==> config.mk <==
export PLATFORM = sky130hd
export DESIGN_NAME = adam_stream_downsizer
export DESIGN_NICKNAME = d
export VERILOG_FILES = /design/src/rtl/adam_stream_downsizer.sv
export SDC_FILE = /design/constraint.sdc
export NUM_CORES = 1
export LEC_CHECK = 0
export CAP_MARGIN = 25
export CORE_MARGIN = 4
export CORE_UTILIZATION = 52
export CTS_CLUSTER_DIAMETER = 80
export CTS_CLUSTER_SIZE = 24
export DETAILED_ROUTE_END_ITERATION = 7
export PLACE_DENSITY_LB_ADDON = 0.08
export SETUP_SLACK_MARGIN = 0.02
export SYNTH_ARGS = -nofsm -noshare
export SYNTH_HDL_FRONTEND = slang
export SYNTH_SLANG_ARGS = --single-unit
==> constraint.sdc <==
create_clock -name clk_i -period 5.1 [get_ports clk_i]
set_clock_uncertainty 0.2 [all_clocks]
set_input_delay 1.53 -clock clk_i [delete_from_list [all_inputs] [get_ports clk_i]]
set_output_delay 1.53 -clock clk_i [all_outputs]
set_load 0.1 [all_outputs]
==> src/rtl/adam_stream_downsizer.sv <==
// Splits each wide slave word into RATIO narrow master beats, one per cycle.
// The last beat's handshake can accept the next word, so back-to-back words leave no bubble.
module adam_stream_downsizer #(
    parameter int unsigned WIDTH     = 8,
    parameter int unsigned RATIO     = 4,
    parameter bit          MSB_FIRST = 1'b0
) (
    input  logic                   clk_i,
    input  logic                   rst_i,
    input  logic [WIDTH*RATIO-1:0] slv_data_i,
    input  logic                   slv_valid_i,
    output logic                   slv_ready_o,
    output logic [WIDTH-1:0]       mst_data_o,
    output logic                   mst_valid_o,
    input  logic                   mst_ready_i
);
    localparam int unsigned     CW   = (RATIO > 1) ? $clog2(RATIO) : 1;
    localparam logic [CW-1:0]   LAST = CW'(RATIO - 1);

    typedef enum logic {
        IDLE,
        SEND
    } state_e;

    state_e                 state_q, state_d;
    logic [CW-1:0]          cnt_q, cnt_d;
    logic [WIDTH*RATIO-1:0] data_q, data_d;
    logic [CW-1:0]          sel;
    logic                   last;

    assign last       = (cnt_q == LAST);
    assign sel        = MSB_FIRST ? (LAST - cnt_q) : cnt_q;
    assign mst_data_o = data_q[sel*WIDTH +: WIDTH];

    always_ff @(posedge clk_i) begin
        if (rst_i) begin
            state_q <= IDLE;
            cnt_q   <= '0;
            data_q  <= '0;
        end else begin
            state_q <= state_d;
            cnt_q   <= cnt_d;
            data_q  <= data_d;
        end
    end

    always_comb begin
        state_d     = state_q;
        cnt_d       = cnt_q;
        data_d      = data_q;
        slv_ready_o = 1'b0;
        mst_valid_o = 1'b0;
        unique case (state_q)
            IDLE: begin
                slv_ready_o = 1'b1;
                if (slv_valid_i) begin
                    data_d  = slv_data_i;
                    cnt_d   = '0;
                    state_d = SEND;
                end
            end
            SEND: begin
                mst_valid_o = 1'b1;
                // Ready flows through from downstream on the last beat only.
                slv_ready_o = last && mst_ready_i;
                if (mst_ready_i) begin
                    if (!last) begin
                        cnt_d = cnt_q + 1'b1;
                    end else begin
                        cnt_d = '0;
                        if (slv_valid_i) begin
                            data_d = slv_data_i;
                        end else begin
                            state_d = IDLE;
                        end
                    end
                end
            end
            default: state_d = IDLE;
        endcase
        if (rst_i) begin
            slv_ready_o = 1'b0;
            mst_valid_o = 1'b0;
        end
    end
endmodule

# Word-level counts from Yosys, hierarchy flattened
# Cells that the tools add are included.
# W data, S select, Z words.
word_totals:
  regBits: 35
  out_inout_bits: 10
  wordCells: 29
classes:
  add_sub_neg: 1
  eq_ne: 4
  shift: 1
  mux: 16
  n_bitwise: 1
  n_reduce_logical: 3
op_table:
  columns: ["operator", "count"]
  rows:
  - ["$mux W32", 3]
  - ["$pmux W32 S2", 1]
  - ["$shiftx A32 B6 Y8", 1]
  - ["$mux W1", 6]
  - ["$mux W2", 3]
  - ["$ne A2 B2 Y1 const B", 2]
  - ["$pmux W1 S2", 2]
  - ["$pmux W2 S2", 1]
  - ["$reduce_and A2 Y1", 2]
  - ["$add A2 B1 Y2 const B", 1]
  - ["$eq A2 B2 Y1 const B", 1]
  - ["$ne A2 B1 Y1 const B", 1]
  - ["$logic_and A1 B1 Y1", 1]
  - ["$not A1 Y1", 1]

# Logic depth before layout (Yosys ltp)
depth:
  depth_word: 4
  depth_mapped: 6

# Least setup slack after synthesis
# No wires, ideal clock.
synth_timing:
  kind: "in2out"
  from: "input port rst_i"
  to: "output port slv_ready_o"
  arrival_time_ns: 3.123
  path_slack_ns: 0.247
  cell_stages: 3
  n_path_buf: 2
  path_cell_list: "buf_2 clkbuf_1 nor2_1"
synth_via:
  elab_chain_cells: 1
synth_lines:
  columns: ["item", "line", "rtl"]
  rows:
  - ["from (decl)", "9", "input logic rst_i,"]
  - ["$mux W1", "81", "if (rst_i) begin"]
  - ["to (decl)", "12", "output logic slv_ready_o,"]
# No other way between the ends.

# Worst setup path in the final report
layout_timing:
  from: "register cnt_q[0]"
  to: "output port mst_data_o[1]"
layout_via:
  elab_chain_cells: 1
layout_lines:
  columns: ["item", "line", "rtl"]
  rows:
  - ["from (decl)", "26", "logic [CW-1:0] cnt_q, cnt_d;"]
  - ["from (signal assigned)", "42", "cnt_q <= cnt_d;"]
  - ["$shiftx A32 B6 Y8", "33", "assign mst_data_o = data_q[sel*WIDTH +: WIDTH];"]
  - ["to (decl)", "13", "output logic [WIDTH-1:0] mst_data_o,"]
# No other way between the ends.

==> results.yml <==
synth:
  yosysTopAreaCellShare: 0.387
  synth-seq-cells: 35
  synthXorXnorAreaFrac: 0
  synth_area_leader_cell: "dfxtp_1"
  synth.net_count: 202
  async_flop_share: 0
  yosys.area_share.simple: 0.243
  synthMuxAreaShare: 0.282
  synth_edf_count: 0
  synth.most_common_cell: "nand2b_1"
  synth_area_sq_um: 1810
  synth_commonest_cells: "nand2b_1, dfxtp_1, mux2i_1"
  yosys.area_share.adder: 0.00692
  yosysSeqAreaShare: 0.387
  synth_ff_type: "dfxtp_1"
  syn_area_per_cell_sq_um: 11.0
  ys_top_cells_by_area: "dfxtp_1, nand2b_1, mux2i_1, mux4_2, buf_12"
  synth-compound-area-share: 0.0201
  synth_warnings: 0
  synth_top_family_by_area: "multiplexers"
  synth_cells: 165
  ys_types: 13
routing:
  routed-via-count: 1225
  viasPerCell: 4.84
  wire_per_inst_um: 13.1
  postRouteAntennaNets: 0
  dr.pass1.iters: 4
  dr.first_iter.drc_count: 51
  wl_um: 3320
  drc: 0
clock_tree:
  cts_resized: 0
  cts_tree: "built"
  cts_made_buffers: 5
  cts-root-buf: "clkbuf_4"
  ctsLongestPathBuffers: 2
  clkTransAtPathRegs_ns: 0.11
  cts_hold_buf: 0
  postCtsSetupRepairBufs: 0
  cts_sinks: 35
  cts-htree-levels: 2
  clock_latency_ns: 0.33
grt:
  antenna_found_initial: 0
  grt_pass1_wl_um: 5660
  first_global_vias: 1278
  gr-total-overflow: 0
  track_usage: 0.170
  grt_max_degree: 68
final_layout:
  multi_input_area_sq_um: 1000
  finalNonFillerCells: 253
  nNetsFinal: 243
  final_util: 0.696
  n_fill_cell: 277
  ff_latch_area_sq_um: 701
  drive_gt1_frac: 0.111
  num_antenna_cells: 0
  finalInstanceArea_sq_um: 2320
  area_growth_pct: 28.3
placed_design:
  dpl.hpwl_um: 2320
  dp_cells: 245
  placed_cell_area_sq_um: 2250
  pre_cts_ws_ns: 0.759
  gp_congestion: 0.687
  port_buffers: 45
pwr:
  p_leak_nw: 0.875
  fin_total_pwr_mw: 0.621
  power.density_nw_per_um2: 268
  ir_worst_vdd_uv: 163
die:
  initial_utilization: 0.542
  rows: 21
  core_area_sq_um: 3340
  die_w_um: 67.0
  die_area_sq_um: 4490
  boundaryPins: 46
  die_h_um: 67.0
worst_hold_path:
  hold_start: "data_q[24]"
  hp-class: "flop to flop"
run:
  cap_violations: 0
timing:
  hold_viol: 0
  rsz0062_at_grt: "false"
  tns_ns: 0
  min_period_ns: 4.36
  slew_violations: 0
  setup_viol: 0
  hold_slack_ns: 0.277
  slew-limit-headroom: 0.352
  finalCritPeriodShare: 0.854
  setup_slack_ns: 0.744
  max_freq_mhz: 230
  worstMarginPinSlew_ns: 0.969
setup_path:
  crit_path_start: "cnt_q[0]"
  startpoint_type: "flop"
  worstPathRequired_ns: 3.37
  worstPathArrival_ns: 2.63
  endpoint_kind: "primary output"
  critical_path_peak_fanout: 11
  path_class: "flop to primary output"
  reg2reg_from: "cnt_q[0]"
status:
  status: "complete, no violations"
-- power by group --
group | internal (mW) | switching, mW
Sequential | 0.290 | 0.0109
Clock | 0.0805 | 0.0940
Combinational | 0.0698 | 0.0756
Total | 0.441 | 0.181
-- metal layers --
layer | GRT usage | vias to the layer above | part of all wire
met5 | 0 | - | 0
met4 | 0.0759 | 0 | 0.018
met3 | 0.0607 | 8 | 0.052
met2 | 0.270 | 31 | 0.45
met1 | 0.204 | 553 | 0.48
li1 | - | 633 | -
-- worst paths after layout --
kind / endpoint / slack [ns] / cells past startpoint
hold reg to reg: data_q[24] / 0.28 / 2
hold / removal: data_q[24] / 0.28 / 2
setup reg to reg: data_q[27] / 2.55 / 5
setup / recovery: mst_data_o[1] / 0.74 / 2
-- layout make-up --
class                   instances  area share
clock inverters                 1     0.00323
flip-flops and latches         35       0.302
clock buffers                   7      0.0280
repair buffers                 47       0.209
well taps                      46      0.0248
multi-input cells             117       0.433
-- registers in the layout, indices dropped and copies added, names as in the netlist --
| register | cells |
|---|---|
| data_q | 32 |
| state_q | 1 |
| cnt_q | 2 |
-- kinds of logic after synthesis --
kind of cell | count (synthesis)
AND/OR/NAND/NOR | 72
multiplexers | 41
flip-flops | 35
buffers and inverters | 13
AO/OA/AOI/OAI | 3
adder cells (fa/ha/maj) | 1
-- placed cells by master (no fill, tap or decap) --
master           instances
nand2b_1                64
clkdlybuf4s50_1         43
dfxtp_1                 35
mux2i_1                 33
mux4_2                   8
nor2_1                   6
clkbuf_4                 5
a32oi_1                  2
clkbuf_8                 2
buf_12                   2
buf_4                    2
nor2b_2                  1
a21boi_4                 1
nor2b_4                  1
ha_1                     1
clkinvlp_4               1
-- worst max-delay path, cell delays in order (launching register included) --
cell	delay, ns
dfxtp_1	0.73
mux4_2	0.58
clkdlybuf4s50_1	0.98
(Power assumes the default switching activity.)
